$ cat src/rtl/apx_adder_err_monitor.sv
// Streaming exact vs. approximate adder evaluator with a 2-stage pipeline and per-run error statistics.
// Build option: define APX_ADDER_RND_EN to round the approximate sum instead of truncating it.
module apx_adder_err_monitor #(
    parameter int W       = 32,
    parameter int NAB     = 1,
    parameter int N_PAIRS = 500,
    parameter int CW      = 16,
    parameter int SW      = 40
) (
    input  logic          clk,
    input  logic          rst,
    input  logic          start,
    input  logic          in_valid,
    output logic          in_ready,
    input  logic [W-1:0]  in_a,
    input  logic [W-1:0]  in_b,
    output logic          out_valid,
    input  logic          out_ready,
    output logic [W-1:0]  out_exact,
    output logic [W-1:0]  out_apx,
    output logic          out_mismatch,
    output logic          busy,
    output logic          done,
    output logic [CW-1:0] stat_pairs,
    output logic [CW-1:0] stat_mismatch,
    output logic [W:0]    stat_max_err,
    output logic [SW-1:0] stat_sum_err
);

    // state  | meaning
    // S_IDLE | after reset, waiting for start
    // S_RUN  | accepting pairs until N_PAIRS results have left
    // S_DONE | run complete, stats held until next start
    typedef enum logic [1:0] {S_IDLE, S_RUN, S_DONE} state_t;

    localparam logic [CW-1:0] L_N   = CW'(N_PAIRS);
    localparam logic [CW-1:0] L_ONE = {{(CW-1){1'b0}}, 1'b1};

    state_t         r_state;
    logic [CW-1:0]  r_acc;
    logic [CW-1:0]  r_pairs;
    logic [CW-1:0]  r_mism;
    logic [W:0]     r_max;
    logic [SW-1:0]  r_sum;

    logic           r_s1_valid;
    logic [W:0]     r_s1_exact;
    logic [W:0]     r_s1_apx;
    logic           r_s2_valid;
    logic [W-1:0]   r_s2_exact;
    logic [W-1:0]   r_s2_apx;
    logic           r_s2_mism;
    logic [W:0]     r_s2_err;

    logic           w_out_fire;
    logic           w_s2_adv;
    logic           w_s1_adv;
    logic           w_in_fire;
    logic [W:0]     w_exact_full;
    logic [W:0]     w_apx_full;
    logic [W:0]     w_err;
    logic [SW:0]    w_sum_ext;

    assign w_out_fire = r_s2_valid & out_ready;
    assign w_s2_adv   = ~r_s2_valid | out_ready;
    assign w_s1_adv   = ~r_s1_valid | w_s2_adv;
    assign in_ready   = (r_state == S_RUN) && (r_acc < L_N) && w_s1_adv;
    assign w_in_fire  = in_valid & in_ready;

    assign w_exact_full = {1'b0, in_a} + {1'b0, in_b};

    generate
        if (NAB == 0) begin : g_exact
            assign w_apx_full = w_exact_full;
        end else begin : g_apx
            logic [W-NAB:0] w_hi;
            logic           w_rc;
`ifdef APX_ADDER_RND_EN
            assign w_rc = in_a[NAB-1] | in_b[NAB-1];
`else
            assign w_rc = 1'b0;
`endif
            assign w_hi = {1'b0, in_a[W-1:NAB]} + {1'b0, in_b[W-1:NAB]}
                        + {{(W-NAB){1'b0}}, w_rc};
            assign w_apx_full = {w_hi, {NAB{1'b0}}};
        end
    endgenerate

    // Rounding can push apx above exact, so the error is a true absolute difference.
    assign w_err = (r_s1_exact >= r_s1_apx) ? (r_s1_exact - r_s1_apx)
                                            : (r_s1_apx - r_s1_exact);

    assign w_sum_ext = {1'b0, r_sum} + {{(SW-W){1'b0}}, r_s2_err};

    always_ff @(posedge clk or negedge rst) begin
        if (!rst) begin
            r_s1_valid <= 1'b0;
            r_s1_exact <= '0;
            r_s1_apx   <= '0;
            r_s2_valid <= 1'b0;
            r_s2_exact <= '0;
            r_s2_apx   <= '0;
            r_s2_mism  <= 1'b0;
            r_s2_err   <= '0;
        end else begin
            if (w_s1_adv) begin
                r_s1_valid <= w_in_fire;
                if (w_in_fire) begin
                    r_s1_exact <= w_exact_full;
                    r_s1_apx   <= w_apx_full;
                end
            end
            if (w_s2_adv) begin
                r_s2_valid <= r_s1_valid;
                if (r_s1_valid) begin
                    r_s2_exact <= r_s1_exact[W-1:0];
                    r_s2_apx   <= r_s1_apx[W-1:0];
                    r_s2_mism  <= (r_s1_exact[W-1:0] != r_s1_apx[W-1:0]);
                    r_s2_err   <= w_err;
                end
            end
        end
    end

    always_ff @(posedge clk or negedge rst) begin
        if (!rst) begin
            r_state <= S_IDLE;
            r_acc   <= '0;
            r_pairs <= '0;
            r_mism  <= '0;
            r_max   <= '0;
            r_sum   <= '0;
        end else begin
            case (r_state)
                S_IDLE, S_DONE: begin
                    if (start) begin
                        r_state <= S_RUN;
                        r_acc   <= '0;
                        r_pairs <= '0;
                        r_mism  <= '0;
                        r_max   <= '0;
                        r_sum   <= '0;
                    end
                end
                S_RUN: begin
                    if (r_pairs == L_N) begin
                        r_state <= S_DONE;
                    end else begin
                        if (w_in_fire) r_acc <= r_acc + L_ONE;
                        if (w_out_fire) begin
                            r_pairs <= r_pairs + L_ONE;
                            r_mism  <= r_mism + {{(CW-1){1'b0}}, r_s2_mism};
                            if (r_s2_err > r_max) r_max <= r_s2_err;
                            r_sum   <= w_sum_ext[SW] ? {SW{1'b1}} : w_sum_ext[SW-1:0];
                        end
                    end
                end
                default: r_state <= S_IDLE;
            endcase
        end
    end

    assign out_valid     = r_s2_valid;
    assign out_exact     = r_s2_exact;
    assign out_apx       = r_s2_apx;
    assign out_mismatch  = r_s2_mism;
    assign busy          = (r_state == S_RUN);
    assign done          = (r_state == S_DONE);
    assign stat_pairs    = r_pairs;
    assign stat_mismatch = r_mism;
    assign stat_max_err  = r_max;
    assign stat_sum_err  = r_sum;

endmodule

$ cat config.mk
export PLATFORM = sky130hd
export DESIGN_NAME = apx_adder_err_monitor
export DESIGN_NICKNAME = d
export VERILOG_FILES = /design/src/rtl/apx_adder_err_monitor.sv
export SDC_FILE = /design/constraint.sdc
export NUM_CORES = 1
export LEC_CHECK = 0
export ABC_AREA = 1
export BUFFER_PORTS_ARGS = -buffer_cell sky130_fd_sc_hd__buf_2
export CAP_MARGIN = 20
export CORE_MARGIN = 1.5
export CORE_UTILIZATION = 55
export DETAILED_ROUTE_END_ITERATION = 12
export MAX_ROUTING_LAYER = met4
export PLACE_DENSITY = 0.88
export SLEW_MARGIN = 20
export SYNTH_ARGS = -nofsm -noshare
export SYNTH_HDL_FRONTEND = slang
export SYNTH_SLANG_ARGS = --single-unit
$ cat constraint.sdc
create_clock -name clk -period 2.3 [get_ports clk]
set_input_delay 0.23 -clock clk [delete_from_list [all_inputs] [get_ports clk]]
set_output_delay 0.23 -clock clk [all_outputs]
set_load 0.01 [all_outputs]
Yosys cells after proc, flatten, opt, wreduce, memory -nomap -nowiden
Cells that the tools add are included.
{ "totals": {"regBits": 287, "latch_bits": 0, "mem_bits_rw": 0, "mem_bits_ro": 0, "input_bits": 69, "wordCells": 76, "memories": 0} }
{ "classes": {"n_addsub": 8, "mul": 0, "div_mod_pow": 0, "order_cmp": 3, "n_eq_ne": 10, "shifts": 0, "muxes": 24, "bitwise": 6, "reduce_logical": 11} }
{ "ops": {"columns": ["op", "n"], "rows": [
  ["2-to-1 mux 33 bit", 5],
  ["2-to-1 mux 40 bit", 4],
  ["2-to-1 mux 16 bit", 7],
  ["one-hot mux 16 bit (2 select lines)", 3],
  ["one-hot mux 40 bit (2 select lines)", 1],
  ["one-hot mux 33 bit (2 select lines)", 1],
  ["subtractor 33 bit", 2],
  ["adder 40 x 33 -> 41 bit", 1],
  ["adder 32 x 32 -> 33 bit", 1],
  [">= comparator 33 bit", 1],
  ["> comparator 33 bit", 1],
  ["adder 16 x 1 -> 16 bit (second input constant)", 2],
  ["adder 31 x 31 -> 32 bit", 1],
  ["inequality test 32 bit", 1],
  ["adder 16 x 1 -> 16 bit", 1],
  ["equality test 16 x 9 -> 1 bit (second input constant)", 1],
  ["< comparator 16 x 9 -> 1 bit (second input constant)", 1],
  ["inequality test 2 x 1 -> 1 bit (second input constant)", 4],
  ["AND reduction 4 bit", 2],
  ["AND reduction 2 bit", 3],
  ["AND reduction 5 bit", 1],
  ["2-to-1 mux 2 bit", 2],
  ["inequality test 2 bit (second input constant)", 2],
  ["one-hot mux 2 bit (2 select lines)", 1],
  ["9 further kinds", 13]
]} }

Logic depth before layout (Yosys ltp)
Gate-level depths: netlist of the first run.
{ "depth": {"word_depth": 8, "depth_mapped": 19, "ltp_nobuf": 18} }

Worst setup path after synthesis of the first run
Ideal clock, no wire load.
{ "synth_path": {"path_type": "reg2reg", "start": "register r_s1_exact[1]", "end": "register r_s2_err[30]", "setup_time_ps": 117, "arrival_time_ps": 2153, "t_required_ps": 2183, "setup_slack_ps": 30, "stages_incl_launch_ff": 19, "n_path_buf": 1, "period_less_slack_ps": 2270, "path_cell_list": "dfrtp_1 > inv_1 > ha_1 > fa_1 > inv_1 > nand3_1 > nand2_1 > nand2_1 > nand2_1 > nand2_1 > nand2_1 > nand2_1 > nand3_2 > inv_2 > buf_6 > nand2_1 > nand2_1 > nand2_1 > nand2_1"} }
{ "synth_between": {"elab_chain_len": 2} }
{ "synth_lines": {"columns": ["item", "line_no", "rtl"], "rows": [
  ["from (decl)", "47", "logic [W:0] r_s1_exact;"],
  ["from (signal assigned)", "109", "r_s1_exact <= w_exact_full;"],
  ["subtractor 33 bit (tied with other cells)", "91", ": (r_s1_apx - r_s1_exact);"],
  ["2-to-1 mux 33 bit (*)", "90", "assign w_err = (r_s1_exact >= r_s1_apx) ? (r_s1_exact - r_s1_apx)"],
  ["to (signal assigned)", "119", "r_s2_err <= w_err;"],
  ["to (decl)", "53", "logic [W:0] r_s2_err;"]
]} }
Mark *: on every way between the ends. The rest lies on a longest branch, timed or not.
A chain may end at the register's enable or synchronous reset.

Worst setup path in the final report of the first run
{ "layout_path": {"start": "register r_s2_err[9]", "end": "register r_max[7] (netlist: stat_max_err[7])"} }
{ "layout_between": {"elab_chain_len": 3} }
{ "layout_lines": {"columns": ["item", "line_no", "rtl"], "rows": [
  ["> comparator 33 bit", "153", "if (r_s2_err > r_max) r_max <= r_s2_err;"],
  ["inequality test 2 x 1 -> 1 bit (no source line)", null, null],
  ["AND reduction 5 bit (no source line)", null, null],
  ["to (signal assigned)", "153", null],
  ["to (decl)", "43", "logic [W:0] r_max;"]
]} }
Every way passes these cells.

==> metrics.txt, run 1 <==
status=finished, violations left; failing checks=negative setup slack; crit path launch type=flip-flop; Crit path arrival time=3.06 ns; Yosys warning count=0; core footprint=about 42000 sq um; Residual DRC=0; final setup vio count=33; diodes inserted=0; Die X=209 um; Post-DP HPWL=66.0 mm; DIE HEIGHT=209 um; clk_skew=~0.018 ns; # Max-Cap Violations=0; die area=43800 sq um; Max clock buf depth=3; routed wire length=just over 90 mm; syn_area_per_cell=6.29 sq um; cts bufs inserted=36; Top Ports=243; drt pass-1 iters=6; Avg WL per Cell=18.6 um; FMAX=about 390 MHz; commonest non-fill, non-tap cell in the layout=nand2_1; VDD IR max=0.000709 V; Row Count=75; LEAKAGE=around 17 nW; fin crit period=2.55 ns; first-pass GRT wire length=130 mm; Fin Hold WS=0.0689 ns; RePlAce Congestion=around 1.0; GRT Total Usage=between 30% and 40%; largest net degree at the start of global routing=157; Via density=5.53; CTS root buf=clkbuf_16; worst hold path class=primary input to flip-flop; post-synth net total=3958; EDFF count, synth=0; antenna-violating nets left=0; clk sinks=around 290; Critical Path Fanout Max=6; Max-slew headroom=a little over half; WS Path Type=flip-flop to flip-flop; DP Area=27800 sq um; routed via count=27000; final worst slack=-0.245 ns; RSZ-0062 raised after global routing=yes; layout cells sized above 1=between 20% and 30%; post-layout net count=roughly 4600; grt ovf=0; Slew Viols, Final=0; Place WS=-0.174 ns; Clock Latency Late Sink=0.58 ns; pwr dens=1550 nW/um^2; flops & latches, synth=between 200 and 300; post-layout util=73.9%; synthesized area=around 23000 sq um; sequential-to-total area share from yosys stat=30.6%; CP Capture Type=flip-flop; most frequent cells in the layout=1348 x nand2_1, 546 x inv_1, 376 x buf_4; required time worst endpoint=2.81 ns; actual slew at the worst max-slew pin=0.697 ns; asr flop ratio synth=100%; Synth cell types=45; initial core utilization=roughly 56%; fin crit share=111%; synth-to-layout area growth=32.6%; Primary FF master, synth=dfrtp_1; final hold vios=0; design area=31000 sq um; CTS tree=built; CTS clk-pin slew, worst paths=0.07 ns; H-Tree Depth=2; Port Buf Inserts=around 240; Post-Syn Instances=3717; initial DRC count=2620; number of global-route vias before repair=25500; initial antenna violation count=0
-- timing repair --
item / 4_1_cts / 5_1_grt
buffers inserted: 0 / 27
pin swaps: 1 / 70
hold buffers: 2 / 0
gates cloned: 2 / 7
endpoints found under the hold margin: 55 / 0
setup endpoints to repair: 82 / 126
gates resized for setup: 27 / 335
-- cells by family (layout without fill, tap and decap cells) --
logic type      count (synthesis)  in the layout  synth area share [%]
simple gates                 2068           2070                  35.7
buf+inv                       681           1304                  11.4
compound gates                418            418                  9.51
flops                         286            286                  30.6
fa+ha+maj                     172            172                  9.36
xor+xnor                       91             91                  3.41
other cells                     1              1                0.0160
-- per-stage QoR --
| stage | std cells | power [mW] | TNS (ns) |
|---|---|---|---|
| 2_1_floorplan | 3717 | 25.5 | 0 |
| 3_3_place_gp | 4779 | 35.8 | -4.08 |
| 3_5_place_dp | 4779 | 36.3 | -6.94 |
| 4_1_cts | 4848 | 42.8 | -0.0237 |
| 5_1_grt | 4881 | 51.3 | -10.53 |
| 6_report | 4881 | 48.0 | -6.83 |
-- report_power, final --
part,internal [mW],switching (mW)
Combinational,13.2,19.6
Clock,3.61,2.47
Sequential,7.01,2.00
-- sequential cells by signal, summed over array words and instances, names as in the netlist --
register,cells
out_exact,32
r_acc,16
stat_mismatch,16
r_s1_apx,32
stat_sum_err,40
r_s1_exact,33
out_mismatch,1
stat_pairs,16
r_s1_valid,1
out_apx,31
stat_max_err,33
r_s2_err,32
r_state,2
out_valid,1
-- worst max-delay path, cell delays in order (launching register included) --
cell and delay [ns]:
dfrtp_2 0.46, buf_6 0.15, ha_4 0.24, nand2_1 0.07
nor2_2 0.13, nand2_2 0.10, nor4_4 0.45, nand4_1 0.17
nand2_1 0.14, nand2_4 0.11, nand2_8 0.16, clkbuf_16 0.19
nand2_4 0.05, nand2_2 0.07
-- area by class of cell --
cell class	instances	area, sq um
Clock buffer	45	1020
Multi-Input combinational cell	2752	15100
Fill cell	3347	10900
Inverter	588	2210
Timing Repair Buffer	651	4640
Clock inverter	20	233
Tap cell	539	674
Sequential cell	286	7180
-- per-layer routing --
layer	GRT usage, %	share of wire [%]	vias to the layer above
met1	44.9	38	12400
li1	-	-	12800
met3	4.61	6.9	449
met5	-	0	-
met4	23.8	8.1	0
met2	65.8	47	1330
-- cells in the mapped netlist (28+ instances only) --
cell      count  area (sq um)
nand2_1    1459          5480
inv_1       566          2120
dfrtp_1     286          7160
nor2_1      265           995
nand3_1     246          1230
o21ai_0     185           926
ha_1        167          2090
a21oi_1     150           751
xor2_1       83           727
nand4_1      44           275
buf_2        37           185
clkbuf_1     34           128
o21ai_1      32           160
nor3_1       28           140
-- final timing paths --
check | to | start | slack, ns | cells past startpoint
max reg2reg | stat_max_err[7] | r_s2_err[9] | -0.25 | 13
max | stat_max_err[7] | r_s2_err[9] | -0.25 | 13
min | out_valid | out_ready | 0.07 | 4
min reg2reg | out_apx[1] | out_apx[1] | 0.48 | 2
min in group asynchronous | stat_max_err[5] | rst | 0.21 | 2
max in group asynchronous | out_apx[17] | rst | 1.35 | 3
Power figures use the tool's default switching activity.
==> run 2, diff against run 1 <==
Settings changed: ABC_AREA 1 to unset, CORE_UTILIZATION 55 to 54.
==> run 2 against run 1 <==
Effect of this change:
- the run now fails in global routing
- synthesized area is 16% lower
- synthesized cell count is 37% lower
==> metrics.txt, run 2 <==
GRT Total Usage=75.5%; top-count cell post-synth=nand2_1; Post-Syn Instances=2358; Synth cell types=74; post-GRT worst EP=r_s2_err[32]$_DFFE_PN0P_/D; clk sinks=286; Post-DP HPWL=55.3 mm; EDFF count, synth=0; Die X=approximately 190 um; post-synth net total=2599; Row Count=69; H-Tree Depth=1; Stop stage=global routing; Commonest cells post-synth=327 x nand2_1, 286 x dfrtp_1, 262 x o21ai_0; synth top area cells=dfrtp_1 36%, ha_1 11%, o21ai_0 6.6%, nand2_1 6.2%, a21oi_1 5.0%; grt ovf=212; initial core utilization=55.2%; Yosys warning count=0; worst_ep kind=register input; largest net degree at the start of global routing=84; flops & latches, synth=286; Primary FF master, synth=dfrtp_1; CTS root buf=clkbuf_16; Top Ports=243; cts bufs inserted=31; post-synth top area share=36.2%; largest area contributor in the netlist=dfrtp_1; synthesized area=19700 sq um; Err=[ERROR GRT-0232] Routing congestion too high. Check the congestion heatmap in the GUI.; sequential-to-total area share from yosys stat=36.2%; status=stopped before the end; RePlAce Congestion=1.23; Port Buf Inserts=roughly 240; syn_area_per_cell=8.37 sq um; DIE HEIGHT=194 um; asr flop ratio synth=100%; Max clock buf depth=3
==> run 2: cell count changes after synthesis, moves of 40 or more <==
cell	previous run	this run
a21oi_1	150	199
nand2_1	1459	327
clkbuf_1	34	98
nand3_1	246	48
a31oi_1	0	40
a21o_1	6	73
mux2i_1	0	52
xnor2_1	8	72
o21ai_0	185	262
inv_1	566	146
nor2_1	265	155
==> run 2: logic make-up after synthesis <==
| family | after synthesis | synth area share, % |
|---|---|---|
| AOI/OAI and AO/OA | 716 | 21.5 |
| other | 1 | 0.0190 |
| xor gates and xnor gates | 141 | 6.25 |
| buffers and inverters | 272 | 5.50 |
| DFF | 286 | 36.2 |
| muxes | 55 | 2.81 |
| and+or+nand+nor | 715 | 16.6 |
| adders and majority gates | 172 | 11.1 |
==> run 2: what timing repair did <==
action	4_1_cts
gates cloned	5
pin swaps	87
setup buffers	59
endpoints found under the hold margin	99
gates resized for setup	237
hold buffers	3
setup endpoints to repair	113
==> run 2: per-layer routing <==
metal / overflow / track usage (%)
met1: 6 / 72.4
met2: 114 / 88.4
met3: 3 / 63.0
met4: 89 / 76.0
met5: - / -
==> run 2: metrics by stage <==
stage          utilization (%)  std cells  cell area, sq um  setup WS (ns)  hold WS, ns
3_3_place_gp              73.2       3558             26200         -0.827        0.206
2_1_floorplan                -       2358             20300         -0.702      -0.0656
4_1_cts                   81.1       3681             29000         -0.797       0.0500
3_5_place_dp              73.2       3558             26200         -0.967        0.214
==> run 3, diff against run 2 <==
Settings changed: CORE_UTILIZATION 54 to 40, MAX_ROUTING_LAYER met4 to unset, PLACE_DENSITY 0.88 to unset, PLACE_DENSITY_LB_ADDON set to 0.15.
Clock period 2.3 ns to 3 ns, I/O delays scaled along.
==> run 3 against run 2 <==
Effect of this change:
- the flow now finishes, with violations (negative setup slack)
- synthesized area did not move
- synthesized cell count did not move
==> metrics.txt, run 3 <==
status=finished, violations left; failing checks=negative setup slack; routed via count=between 15000 and 20000; initial DRC count=between 800 and 900; post-layout util=a little over half; GRT Total Usage=25.1%; final setup vio count=15; min-delay src=out_ready; fillers=4692; clk_skew=about 0.022 ns; Largest register FFs=40; initial antenna violation count=0; routed wire length=64.7 mm; required time worst endpoint=3.46 ns; Post-Syn Instances=2358; final hold vios=0; syn_area_per_cell=8.37 sq um; DP Area=between 20000 and 25000 sq um; largest net degree at the start of global routing=between 90 and 100; Avg WL per Cell=~18 um; synth top area cells=dfrtp_1 36%, ha_1 11%, o21ai_0 6.6%, nand2_1 6.2%, a21oi_1 5.0%; post-synth top area share=a little over a third; core footprint=between 40000 and 50000 sq um; Die X=225 um; Place WS=-0.265 ns; RSZ-0062 raised after global routing=yes; design area=25600 sq um; xor-xnor portion of the synthesized cell area=6.25%; Port Buf Inserts=241; CTS clk-pin slew, worst paths=0.06 ns; CTS tree=built; diodes inserted=0; actual slew at the worst max-slew pin=around 0.89 ns; fin crit share=105%; reg-to-reg endpoint=r_s2_err[32]; Row Count=approximately 80; Yosys warning count=0; commonest non-fill, non-tap cell in the layout=nand2_1; main combinational cell family by area after synthesis=compound AO/OA/AOI/OAI gates; cts bufs inserted=34; # Max-Cap Violations=0; Commonest cells post-synth=327 x nand2_1, 286 x dfrtp_1, 262 x o21ai_0; Post-DP HPWL=51.5 mm; post-synthesis compound-gate area fraction=21.5%; Clock Latency Late Sink=0.56 ns; Max-slew headroom=39.9%; Top Ports=243; mux cell area share after synthesis=2.81%; Reg area=roughly 7200 sq um; R2R setup slack=-0.16 ns; die area=about 51000 sq um; pwr dens=between 1000 and 1500 nW/um^2; largest area contributor in the netlist=dfrtp_1; CP Capture Type=flip-flop; Residual DRC=0; WS Path Type=flip-flop to flip-flop; worst reg2reg path depth=12; Final Total Pwr=30.4 mW; antenna-violating nets left=0; synth-to-layout area growth=29.6%; FMAX=between 300 and 400 MHz; initial core utilization=40.4%; number of global-route vias before repair=approximately 18000; first-pass GRT wire length=99.5 mm; flops & latches, synth=286; CTS root buf=clkbuf_16; Synth cell types=74; RePlAce Congestion=0.973; crit path launch type=flip-flop; H-Tree Depth=2; VDD IR max=around 0.00041 V; EDFF count, synth=0; most frequent cells in the layout=322 x nand2_1, 286 x dfrtp_1, 286 x buf_4; Primary FF master, synth=dfrtp_1; clk sinks=286; fin crit period=3.16 ns; top-count cell post-synth=nand2_1; Critical Path Fanout Max=5; Via density=5.27; hold depth=3; DIE HEIGHT=225 um; Post-Synth Adder-Cell Area=11.1%; worst hold path class=primary input to flip-flop; synthesized area=19700 sq um; post-synth net total=2599; asr flop ratio synth=100%; sequential-to-total area share from yosys stat=between 30 and 40%; Synth Area in Simple Gates=16.6%; final worst slack=-0.159 ns; multi-input logic area=12200 sq um; post-layout net count=3065; worst hold endpoint=r_s1_valid; drt pass-1 iters=5; grt ovf=0; Reg-to-Reg Start=r_s1_apx[1]; Slew Viols, Final=0; LEAKAGE=12.7 nW; layout cells sized above 1=between 20% and 30%; Crit path arrival time=3.62 ns; Max clock buf depth=3
[run 3: worst max-delay path by stage]
stage / cells after the start / start / end / slack [ns]
finish: 12 / r_s1_apx[1] / r_s2_err[32] / -0.16
global route: 12 / r_s1_exact[1] / r_s2_err[32] / -0.25
detailed placement: 13 / r_s1_exact[1] / r_s2_err[11] / -0.26
global placement: 12 / r_s1_exact[1] / r_s2_err[18] / -0.25
floorplan: 12 / r_s1_exact[1] / r_s2_err[32] / -0.002
CTS: 11 / r_s1_apx[1] / r_s2_err[32] / -0.12
[run 3: layout make-up]
type / instances / area share (%)
clock buffer: 47 / 3.83
clock inverter: 12 / 0.518
inverter: 146 / 2.16
multi-input combinational: 1800 / 47.5
sequential: 286 / 28.0
tap: 664 / 3.25
timing repair buffer: 555 / 14.7
timing repair inverter: 1 / 0.0293
[run 3: kinds of logic after synthesis]
kind of cell,Yosys count
xor gates and xnor gates,141
other,1
buffers and inverters,272
adders and majority gates,172
muxes,55
and+or+nand+nor,715
DFF,286
AOI/OAI and AO/OA,716
[run 3: what timing repair did]
| action | CTS | global route |
|---|---|---|
| setup endpoints to repair | 59 | 89 |
| pin swaps | 15 | 43 |
| hold buffers | 1 | 0 |
| gates resized for setup | 39 | 123 |
| buffers inserted | 4 | 14 |
| gates cloned | 0 | 2 |
| hold endpoints to repair | 86 | 0 |
[run 3: layer usage]
| layer | track usage (%) | part of all wire [%] |
|---|---|---|
| met4 | 11.1 | 4.4 |
| met1 | 34.0 | 47 |
| met3 | 3.00 | 3.6 |
| met5 | 0 | 0 |
| met2 | 40.3 | 45 |
[run 3: critical path: stages (launching register included)]
cell,delay [ns]
dfrtp_1,0.41
ha_4,0.18
fa_2,0.35
nor2b_2,0.13
o31a_1,0.16
o211ai_1,0.20
a2111o_1,0.47
buf_6,0.15
nand2_8,0.11
mux2i_4,0.31
nor2_1,0.10
o31a_1,0.31
o31ai_1,0.19
[run 3: power breakdown]
part / internal (mW) / leakage, nW / total, mW / switching [mW]
combinational: 9.11 / 8.56 / 19.6 / 10.5
clock: 2.46 / 0.554 / 4.16 / 1.70
sequential: 5.34 / 3.59 / 6.65 / 1.31
[run 3: stage by stage]
step           hold slack [ns]  instances  TNS [ns]
3_3_place_gp             0.371       3431     -2.09
3_5_place_dp             0.376       3431     -4.39
2_1_floorplan          0.00441       2358  -0.00192
4_1_cts                 0.0238       3495    -0.414
6_report                0.0524       3511    -0.963
5_1_grt                 0.0709       3511     -3.22
